### src/rtl/crp16_alu_shifter_right_seq.sv
// CRP16 ALU multi-cycle 16-bit right shifter (logical/arithmetic) with start/done handshake.
// Optional 4-bit stepping when CRP16_ALU_SHIFTER_RIGHT_FAST_EN is defined.
module crp16_alu_shifter_right_seq (
  input  logic        clock,
  input  logic        reset,
  input  logic        start,
  input  logic [15:0] x,
  input  logic [3:0]  shift,
  input  logic        arith,
  output logic        busy,
  output logic        done,
  output logic [15:0] out,
  output logic        carry
);

  typedef enum logic [1:0] {
    IDLE  = 2'd0,
    SHIFT = 2'd1,
    DONE  = 2'd2
  } state_t;

  state_t      state, state_nxt;
  logic [15:0] acc, acc_nxt;
  logic [3:0]  cnt, cnt_nxt;
  logic        fill, fill_nxt;
  logic        carry_int, carry_int_nxt;
  logic [15:0] out_nxt;
  logic        carry_nxt;

  always_ff @(posedge clock) begin
    if (reset) begin
      state     <= IDLE;
      acc       <= '0;
      cnt       <= '0;
      fill      <= 1'b0;
      carry_int <= 1'b0;
      out       <= '0;
      carry     <= 1'b0;
    end else begin
      state     <= state_nxt;
      acc       <= acc_nxt;
      cnt       <= cnt_nxt;
      fill      <= fill_nxt;
      carry_int <= carry_int_nxt;
      out       <= out_nxt;
      carry     <= carry_nxt;
    end
  end

  always_comb begin
    state_nxt     = state;
    acc_nxt       = acc;
    cnt_nxt       = cnt;
    fill_nxt      = fill;
    carry_int_nxt = carry_int;
    out_nxt       = out;
    carry_nxt     = carry;

    case (state)
      // DONE accepts a new start just like IDLE so operations can run back to back
      IDLE, DONE: begin
        if (start) begin
          acc_nxt       = x;
          cnt_nxt       = shift;
          fill_nxt      = arith & x[15];
          carry_int_nxt = 1'b0;
          state_nxt     = SHIFT;
        end else begin
          state_nxt = IDLE;
        end
      end

      SHIFT: begin
        if (cnt != 4'd0) begin
`ifdef CRP16_ALU_SHIFTER_RIGHT_FAST_EN
          if (cnt >= 4'd4) begin
            acc_nxt       = {{4{fill}}, acc[15:4]};
            carry_int_nxt = acc[3];
            cnt_nxt       = cnt - 4'd4;
          end else begin
            acc_nxt       = {fill, acc[15:1]};
            carry_int_nxt = acc[0];
            cnt_nxt       = cnt - 4'd1;
          end
`else
          acc_nxt       = {fill, acc[15:1]};
          carry_int_nxt = acc[0];
          cnt_nxt       = cnt - 4'd1;
`endif
        end else begin
          out_nxt   = acc;
          carry_nxt = carry_int;
          state_nxt = DONE;
        end
      end

      default: state_nxt = IDLE;
    endcase
  end

  assign busy = (state == SHIFT);
  assign done = (state == DONE);

endmodule

### config.mk
export PLATFORM = sky130hd
export DESIGN_NAME = crp16_alu_shifter_right_seq
export DESIGN_NICKNAME = d
export VERILOG_FILES = /design/src/rtl/crp16_alu_shifter_right_seq.sv
export SDC_FILE = /design/constraint.sdc
export NUM_CORES = 1
export LEC_CHECK = 0
export BUFFER_PORTS_ARGS = -buffer_cell sky130_fd_sc_hd__buf_2
export CAP_MARGIN = 20
export CORE_MARGIN = 4
export CORE_UTILIZATION = 55
export CTS_CLUSTER_DIAMETER = 120
export CTS_CLUSTER_SIZE = 25
export DETAILED_ROUTE_END_ITERATION = 10
export HOLD_SLACK_MARGIN = 0.06
export PLACE_DENSITY_LB_ADDON = 0.05
export SLEW_MARGIN = 20
export SYNTH_ARGS = -nofsm -noshare
export SYNTH_HDL_FRONTEND = slang
export SYNTH_SLANG_ARGS = --single-unit
### constraint.sdc
create_clock -name clock -period 2.4 [get_ports clock]
set_input_delay 0.12 -clock clock [delete_from_list [all_inputs] [get_ports clock]]
set_output_delay 0.12 -clock clock [all_outputs]
set_load 0.01 [all_outputs]
### Word level (Yosys, flattened, before mapping)

Cells that the tools add are included.

* word-level logic and storage cells: 34
* bits in registers: 41
* output and inout port bits: 19

* bitwise logic cells: 2
* reduce and logical (&&, ||, !) cells: 7
* equal/unequal tests: 5
* mux-type cells: 12
* $add $sub $neg: 1

Operators by type and width (number)
* 16-bit 2-to-1 mux: 2
* 16-bit case mux with 2 select lines: 1
* 4-bit 2-to-1 mux: 2
* 4-bit case mux with 2 select lines: 1
* 2-bit inequality test, second input constant: 2
* 2-bit case mux with 2 select lines: 1
* 2-bit AND reduction: 2
* 4-bit nonzero test: 1
* 4-bit by 1-bit subtractor with 4-bit output, second input constant: 1
* 1-bit 2-to-1 mux: 3
* 3-bit AND reduction: 1
* 2-bit by 1-bit equality test with 1-bit output, second input constant: 1
* 2-bit equality test, second input constant: 1
* 2-bit zero test: 1
* 2-bit 2-to-1 mux: 1
* 2-bit by 1-bit inequality test with 1-bit output, second input constant: 1
* 1-bit case mux with 2 select lines: 1
* 2-bit nonzero test: 1
* 2-bit OR reduction: 1
* 1-bit AND: 1
* 1-bit inverter: 1

### Depth between registers and ports, before layout

Gate-level depths: netlist of run 1.

* depth after elaboration: 4
* mapped depth: 8
* mapped depth without buffers: 6

### Least setup slack after synthesis of run 1

No wires, ideal clock.

* path kind: register -> register
* start: reg cnt[0]
* end: reg out[10]
* setup slack: 972 ps
* arrival: 1311 ps
* data required time: 2283 ps
* cell stages (with the launch flop): 7
* clock period less this slack: 1428 ps
* path buffers: 1
* cell sequence: dfxtp_1 inv_1 ha_1 nor3b_4 a21oi_2 buf_2 a22o_1

* cells in the longest elaborated chain, start to end: 3

RTL lines
* start, declared: line 24 `logic [3:0] cnt, cnt_nxt;`
* start signal, assigned: line 42 `cnt <= cnt_nxt;`
* 4-bit nonzero test: line 74 `if (cnt != 4'd0) begin`
* 1-bit inverter (no line)
* 2-bit AND reduction (no line)
* end signal, assigned: line 45 `out <= out_nxt;`
* end, declared: line 12 `output logic [15:0] out,`

No other way between the ends.
A chain may end at the register's enable or synchronous reset.

### Worst setup path in the final report of run 1

* start: reg cnt[0]
* end: reg out[4]

The elaborated chain is that of the path after synthesis.

==> results of run 1 <==
where the power goes:
part / switching, mW / internal (mW)
Combinational: 0.166 / 0.129
Clock: 0.213 / 0.249
Sequential: 0.0444 / 0.740
Total: 0.424 / 1.12
layer usage:
layer | track usage, % | part of all wire [%] | vias to the layer above
met3 | 6.47 | 6.2 | 9
met2 | 36.9 | 52 | 57
met1 | 23.5 | 41 | 726
met5 | 0 | 0 | -
met4 | 7.99 | 1.3 | 0
li1 | - | - | 749
cell type report:
| type | instances | area share [%] |
|---|---|---|
| sequential | 41 | 39.0 |
| multi-input combinational | 121 | 34.6 |
| timing repair buffer | 64 | 20.0 |
| clock buffer | 7 | 2.61 |
| tap | 31 | 1.84 |
| clock inverter | 1 | 1.43 |
| inverter | 3 | 0.535 |
cell usage in the layout, fill, tap and decap left out, types with 2 or more instances in the layout:
master | Yosys | routed
buf_2 | 3 | 42
dfxtp_1 | 41 | 41
nand2_1 | 35 | 35
nor2_1 | 22 | 22
dlygate4sd3_1 | 0 | 18
a22o_1 | 17 | 17
a311oi_1 | 16 | 16
a21oi_1 | 7 | 7
clkbuf_4 | 0 | 5
buf_4 | 2 | 4
nand2b_1 | 3 | 3
o21ai_0 | 3 | 3
inv_1 | 2 | 2
nor3b_1 | 2 | 2
a211oi_1 | 2 | 2
ha_1 | 2 | 2
worst max-delay path, cell delays in order, from the launching register on:
cell     delay, ps
dfxtp_1        370
inv_1           80
ha_1           190
nor3b_4        160
a21oi_2        580
a22o_1         250
path summary, 6_finish.rpt:
check | cells after the start | endpoint | start
worst max-delay path | 5 | out[4] | cnt[0]
worst max register to register | 5 | out[4] | cnt[0]
worst min-delay path | 3 | cnt[1] | shift[1]
worst min register to register | 2 | carry_int | carry_int
sequential cells by signal (all words and copies together) (netlist names):
name and flops:
state 2, carry 1, cnt 4, fill 1, acc 16, carry_int 1, out 16
cells by family after synthesis:
logic type | share of synthesized area (%)
and+or+nand+nor | 19.0
AOI/OAI and AO/OA | 22.9
DFF | 49.6
buffers and inverters | 6.35
adders and majority gates | 1.51
muxes | 0.605
==> results.json, run 1 <==
{
  "status": "finished, final reports clean",
  "grtUsageTotal_pct": 21.0,
  "max_freq_ghz": 0.589,
  "finalHoldViolCount": 0,
  "cts_root_buffer": "clkbuf_4",
  "synth_top_cells_by_count": "dfxtp_1, nand2_1, nor2_1, a22o_1, a311oi_1",
  "drive_above_1_share_pct": 24.9,
  "ant_nets": 0,
  "grt_remaining_overflow": 0,
  "h-tree-depth": 2,
  "vias": 1541,
  "worst-r2r-setup-slack_ps": 700,
  "design.core.area_sq_mm": 0.00281,
  "finalPower_mw": 1.54,
  "drc_errors": 0,
  "synth.distinct_cells": 30,
  "hold_buffers": 17,
  "fin_skew_ps": 3.37,
  "ir_drop_v": 0.000484,
  "syn_area_sq_mm": 0.00166,
  "nets": 262,
  "port-buffer-count": 42,
  "fill_cells": 223,
  "routed_wl_um": 3900,
  "synth_top_area_share_pct": 49.6,
  "die_y_um": 62.9,
  "max-cap-violations": 0,
  "io_pins": 43,
  "final_core_util_pct": 75.1,
  "cts_buffers": 5,
  "synth.avg_cell_area_sq_um": 9.25,
  "cp_max_fo": 16,
  "cts_resized": 0,
  "rows": 19,
  "ys.flop_type": "dfxtp_1",
  "required_ps": 2690,
  "first_pass_iters": 4,
  "wire_per_inst_um": 14.6,
  "pre_cts_slack_ps": 732,
  "start_util_pct": 59.0,
  "post_cts_buffers": 0,
  "rsz0062_at_grt": "false",
  "fp.dieW_um": 62.9,
  "regArea_sq_um": 821,
  "antenna_cells": 0,
  "cts_max_path_buffers": 2,
  "clock-sinks": 41,
  "antenna_found_initial": 0,
  "final_cell_area_sq_mm": 0.00211,
  "dieArea_sq_mm": 0.00395,
  "grt_pass1_vias": 1548,
  "maxSlewHeadroom_pct": 51.4,
  "syn_inst": 179,
  "whs_ps": 99.2,
  "hold_class": "in2reg",
  "ys_ff_latch": 41,
  "synth_area_leaders": "dfxtp_1, a22o_1, a311oi_1",
  "synth.largest_area_cell": "dfxtp_1",
  "power_leakage_nw": 0.932,
  "yosysWarnings": 0,
  "multiInputGateArea_sq_um": 729,
  "drt_iter0_drc": 81,
  "dp_hpwl_um": 2500,
  "path_clk_slew_ps": 110,
  "critPathLaunchType": "flip-flop",
  "finalMaxSlewViolations": 0,
  "area_growth_pct": 27.2,
  "worstMarginPinSlew_ps": 729,
  "grt_max_degree": 27,
  "clk_latency_ps": 340,
  "setup_viol": 0,
  "tns_ps": 0,
  "stdcell_count": 268,
  "synthArstFlopShare_pct": 0,
  "synth-edff-count": 0,
  "grt_pass1_wl_um": 6800,
  "gp_congestion": 0.838,
  "min_period_ps": 1700,
  "end_kind": "flip-flop",
  "power_density_mw_per_mm2": 732,
  "setup_slack_ps": 703,
  "finalCritPeriodShare_pct": 70.7,
  "synth_most_common_cell": "dfxtp_1",
  "worstPathArrival_ps": 1990,
  "synth_fp_nets": 205,
  "routed_via_density": 5.75,
  "seq_area_frac_synth_pct": 49.6,
  "place_area_sq_mm": 0.00184,
  "placed_cells": 242,
  "cts_tree": "built",
  "setup.worst_path.class": "reg2reg"
}
Power figures use the tool's default switching activity.
==> inputs of run 2 (changes only) <==
--- a/config.mk
+++ b/config.mk
@@ -5,10 +5,11 @@
 export SDC_FILE = /design/constraint.sdc
 export NUM_CORES = 1
 export LEC_CHECK = 0
+export ABC_AREA = 1
 export BUFFER_PORTS_ARGS = -buffer_cell sky130_fd_sc_hd__buf_2
 export CAP_MARGIN = 20
 export CORE_MARGIN = 4
-export CORE_UTILIZATION = 55
+export CORE_UTILIZATION = 53
 export CTS_CLUSTER_DIAMETER = 120
 export CTS_CLUSTER_SIZE = 25
 export DETAILED_ROUTE_END_ITERATION = 10
==> constraint.sdc (replaced) <==
create_clock -name clock -period 1.72 [get_ports clock]
set_input_delay 0.086 -clock clock [delete_from_list [all_inputs] [get_ports clock]]
set_output_delay 0.086 -clock clock [all_outputs]
set_load 0.01 [all_outputs]
==> results.json, run 2 <==
{
  "syn_inst": 238,
  "ant_nets": 0,
  "cts_max_path_buffers": 2,
  "cts_root_buffer": "clkbuf_4",
  "min_period_ps": 1510,
  "r2r_cells": 8,
  "grt_remaining_overflow": 0,
  "synth_fp_nets": 264,
  "synth_top_cells_by_count": "dfxtp_1, nor2_1, nand2_1, o21ai_0, inv_1",
  "cts_tree": "built",
  "hold_class": "in2reg",
  "grt_pass1_vias": 1458,
  "syn_area_sq_mm": 0.00184,
  "yosysWarnings": 0,
  "dieArea_sq_mm": 0.00448,
  "top_layer": "met4",
  "rows": 21,
  "whs_ps": 71.0,
  "grt_pass1_wl_um": 6530,
  "path_clk_slew_ps": 120,
  "routed-wl-met3_um": 227,
  "routed_via_density": 4.94,
  "synth.avg_cell_area_sq_um": 7.73,
  "synth.largest_area_cell": "dfxtp_1",
  "cp_max_fo": 23,
  "worstPathArrival_ps": 1760,
  "port-buffer-count": 42,
  "min_path_cells": 5,
  "antenna_cells": 0,
  "max_freq_ghz": 0.663,
  "drt_iter0_drc": 77,
  "fill_cells": 324,
  "area_growth_pct": 17.5,
  "dp_hpwl_um": 2560,
  "wire_per_inst_um": 11.7,
  "clock-sinks": 41,
  "synthArstFlopShare_pct": 0,
  "rsz0062_at_grt": "false",
  "synth_top_area_share_pct": 44.6,
  "die_y_um": 66.9,
  "vias": 1624,
  "drt-met1-wl_um": 1900,
  "stdcell_count": 329,
  "required_ps": 1970,
  "design.core.area_sq_mm": 0.00334,
  "io_pins": 43,
  "drive_above_1_share_pct": 26.1,
  "gp_congestion": 0.844,
  "grt_max_degree": 38,
  "pre_cts_slack_ps": 236,
  "nets": 308,
  "multiInputGateArea_sq_um": 813,
  "power_leakage_nw": 1.02,
  "h-tree-depth": 2,
  "r2r_start": "cnt[0]",
  "synth-edff-count": 0,
  "min_to": "acc[11]",
  "finalCritPeriodShare_pct": 87.7,
  "tns_ps": 0,
  "maxSlewHeadroom_pct": 78.4,
  "final_common_cell": "buf_2",
  "start_util_pct": 55.2,
  "hold_path_startpoint": "x[11]",
  "reg2reg_to": "acc[1]",
  "ir_drop_v": 0.000604,
  "setup_slack_ps": 212,
  "synth_most_common_cell": "dfxtp_1",
  "routed_wl_um": 3840,
  "regArea_sq_um": 821,
  "final_cell_mix": "buf_2, dfxtp_1, nor2_1",
  "first_pass_iters": 4,
  "placed_cells": 315,
  "wl_met2_um": 1650,
  "critPathLaunchType": "flip-flop",
  "ys.flop_type": "dfxtp_1",
  "grtUsageTotal_pct": 19.5,
  "clk_latency_ps": 350,
  "worstMarginPinSlew_ps": 324,
  "status": "finished, final reports clean",
  "finalHoldViolCount": 0,
  "post_cts_buffers": 0,
  "finalMaxSlewViolations": 0,
  "setup.worst_path.class": "reg2reg",
  "setup_viol": 0,
  "worst-r2r-setup-slack_ps": 210,
  "antenna_found_initial": 0,
  "fp.dieW_um": 66.9,
  "max-cap-violations": 0,
  "synth.distinct_cells": 24,
  "power_density_mw_per_mm2": 1020,
  "ys_ff_latch": 41,
  "reg_top3": "acc: 16 flops, out: 16 flops, cnt: 4 flops",
  "cts_buffers": 5,
  "fin_skew_ps": 5.61,
  "end_kind": "flip-flop",
  "drc_errors": 0,
  "synth_area_leaders": "dfxtp_1, nor2_1, o21ai_0",
  "seq_area_frac_synth_pct": 44.6
}
-- run 2: report_power, final --
group / internal [mW] / leakage, nW / switching (mW)
registers: 1.04 / 0.336 / 0.0477
logic: 0.164 / 0.641 / 0.301
clock network: 0.347 / 0.0455 / 0.316
total: 1.55 / 1.02 / 0.665
-- run 2: worst max path at each step --
| stage | start | end | slack [ps] | cells past startpoint |
|---|---|---|---|---|
| 3_3_place_gp | cnt[0] | acc[15] | 290 | 8 |
| 2_1_floorplan | cnt[0] | acc[15] | 440 | 9 |
| 3_5_place_dp | cnt[0] | acc[13] | 240 | 8 |
| 5_1_grt | cnt[0] | acc[3] | 90 | 8 |
| 4_1_cts | cnt[0] | acc[1] | 220 | 8 |
| 6_report | cnt[0] | acc[1] | 210 | 8 |
-- run 2: timing repair --
| item | CTS | global route |
|---|---|---|
| resized for setup | 0 | 0 |
| endpoints found under the hold margin | 7 | 0 |
| hold buffers | 6 | 0 |
| setup endpoints to repair | 0 | 0 |
-- run 2: logic make-up (layout without fill, tap and decap cells) --
kind of cell / Yosys count / after routing / share of synthesized area, %
buf+inv: 38 / 83 / 11.2
simple gates: 98 / 98 / 24.6
compound gates: 59 / 59 / 18.2
fa+ha+maj: 2 / 2 / 1.36
flops: 41 / 41 / 44.6
-- run 2: layer usage --
| metal | vias up | track usage [%] |
|---|---|---|
| li1 | 855 | - |
| met1 | 723 | 24.1 |
| met5 | - | 0 |
| met2 | 39 | 31.8 |
| met4 | 0 | 6.84 |
| met3 | 7 | 5.73 |
-- run 2: per-stage QoR --
step	total power, mW	area, sq um	utilization [%]
after detailed placement	1.56	2020	60.4
after global placement	1.56	2020	60.4
after global routing	2.35	2160	64.8
final	2.21	2160	64.8
after floorplan	1.48	1840	-
after CTS	2.23	2160	64.8
-- run 2: cell type report --
cell class	instances	area share, %
multi-input combinational	159	37.6
tap	46	2.66
sequential	41	38.0
timing repair buffer	49	12.8
clock buffer	7	2.55
inverter	26	4.98
clock inverter	1	1.39
-- run 2: worst max-delay path, stage by stage, from the launching register on --
cell and delay (ps):
dfxtp_1 340, inv_1 90, ha_1 220, nand2_2 130, nand2_2 80, nand2_4 200, inv_4 150, nor2_1 140
nor2_1 60
==> inputs of run 3 (changes only) <==
--- a/config.mk
+++ b/config.mk
@@ -14,7 +14,7 @@
 export CTS_CLUSTER_SIZE = 25
 export DETAILED_ROUTE_END_ITERATION = 10
 export HOLD_SLACK_MARGIN = 0.06
-export PLACE_DENSITY_LB_ADDON = 0.05
+export PLACE_DENSITY = 0.79
 export SLEW_MARGIN = 20
 export SYNTH_ARGS = -nofsm -noshare
 export SYNTH_HDL_FRONTEND = slang
==> results.json, run 3 (synthesis results as in run 2) <==
{
  "status": "finished, final reports clean",
  "port-buffer-count": 42,
  "post_cts_buffers": 0,
  "final_common_cell": "buf_2",
  "switchingPower_uw": 659,
  "finalMaxSlewViolations": 0,
  "grt_pass1_wl_um": 6350,
  "cts_max_path_buffers": 2,
  "tns_ps": 0,
  "grtUsageTotal_pct": 18.6,
  "crit_family": "simple AND/OR/NAND/NOR gates",
  "h-tree-depth": 2,
  "power_density_mw_per_mm2": 981,
  "switching_share_pct": 31.4,
  "nets": 307,
  "drt_iter0_drc": 137,
  "routed_via_density": 4.90,
  "clkPwrFrac_pct": 25.9,
  "gp_congestion": 0.715,
  "rsz0062_at_grt": "false",
  "area_growth_pct": 16.1,
  "cp_slowest_cell": "dfxtp_1",
  "clk_latency_ps": 350,
  "max_freq_ghz": 0.675,
  "reg_top3": "acc: 16 flops, out: 16 flops, cnt: 4 flops",
  "setup_viol": 0,
  "drive_above_1_share_pct": 26.6,
  "min_period_ps": 1480,
  "required_ps": 1980,
  "dieArea_sq_mm": 0.00448,
  "seq_power_share_pct": 51.9,
  "ir_drop_v": 0.000644,
  "antenna_cells": 0,
  "cts_root_buffer": "clkbuf_4",
  "fin_skew_ps": 11.0,
  "cp_cell_sequence": "inv_1 > ha_1 > nand2_2 > nand2_2 > nand2_4 > inv_4 > nor2_1 > nor2_1",
  "cp_max_fo": 23,
  "grt_max_degree": 38,
  "final_cell_mix": "buf_2, dfxtp_1, nor2_1",
  "setup.worst_path.class": "reg2reg",
  "whs_ps": 66.2,
  "cts_tree": "built",
  "grtUsageMet2_pct": 31.4,
  "worstPathArrival_ps": 1740,
  "finalCritPeriodShare_pct": 86.1,
  "maxSlewHeadroom_pct": 79.6,
  "routed_wl_um": 3800,
  "max-cap-violations": 0,
  "wire_per_inst_um": 11.6,
  "p_comb_share_pct": 22.2,
  "rows": 21,
  "finalHoldViolCount": 0,
  "grt_busiest_layer": "met2",
  "die_y_um": 66.9,
  "dp_hpwl_um": 2570,
  "clock-sinks": 41,
  "fill_cells": 308,
  "grt_pass1_vias": 1448,
  "vias": 1608,
  "io_pins": 43,
  "fp.dieW_um": 66.9,
  "end_kind": "flip-flop",
  "drc_errors": 0,
  "ant_nets": 0,
  "antenna_found_initial": 0,
  "hold_class": "in2reg",
  "worstMarginPinSlew_ps": 306,
  "intPower_mw": 1.44,
  "critPathBufInv": 2,
  "path_clk_slew_ps": 120,
  "grt_remaining_overflow": 0,
  "power_leakage_nw": 1.01,
  "worst-r2r-setup-slack_ps": 240,
  "design.core.area_sq_mm": 0.00334,
  "start_util_pct": 55.2,
  "use_met1_pct": 22.5,
  "critPathLaunchType": "flip-flop",
  "globalRouteMet3Util_pct": 5.90,
  "cts_buffers": 5,
  "max_stage_delay_ps": 340,
  "first_pass_iters": 5
}
run 3: power by group through the flow:
stage	logic [mW]	clock network, mW	registers [mW]
3_3_place_gp	0.448	0	1.11
5_1_grt	0.535	0.582	1.10
6_report	0.465	0.543	1.09
2_1_floorplan	0.378	0	1.10
3_5_place_dp	0.456	0	1.11
4_1_cts	0.469	0.559	1.09
run 3: path summary, 6_finish.rpt:
| kind | from | end | cells after the start |
|---|---|---|---|
| hold / removal | x[0] | acc[0] | 5 |
| setup / recovery | cnt[0] | acc[2] | 8 |
| hold reg to reg | fill | fill | 2 |
| setup reg to reg | cnt[0] | acc[2] | 8 |
run 3: area by class of cell:
class                   instances  area [sq um]  area share (%)
inverters                      26           108            5.04
clock inverters                 1          5.00           0.234
multi-input cells             159           813            38.1
well taps                      46          57.6            2.69
clock buffers                   7          65.1            3.04
flip-flops and latches         41           821            38.4
repair buffers                 48           268            12.5
run 3: through the flow:
stage	setup slack [ps]	cells	util, %	total power, mW	area [sq um]
5_1_grt	102	328	64.0	2.22	2140
3_5_place_dp	245	315	60.4	1.56	2020
4_1_cts	227	328	64.0	2.11	2140
6_report	238	328	64.0	2.10	2140
2_1_floorplan	442	238	-	1.48	1840
3_3_place_gp	296	315	60.4	1.55	2020
run 3: tightest hold or removal path, stage by stage:
cell	delay [ps]
buf_2	70
nand2_1	40
o21ai_1	70
nor2_1	40
nor2_1	80
run 3: timing repair:
item,4_1_cts,5_1_grt
hold buffers,5,0
gates resized for setup,0,0
endpoints found under the setup margin,0,0
endpoints found under the hold margin,6,0
run 3: routing by layer:
layer / vias up / part of all wire [%]
met4: 0 / 1.2
li1: 853 / -
met5: - / 0
met1: 711 / 47
met2: 38 / 46
met3: 6 / 6.1
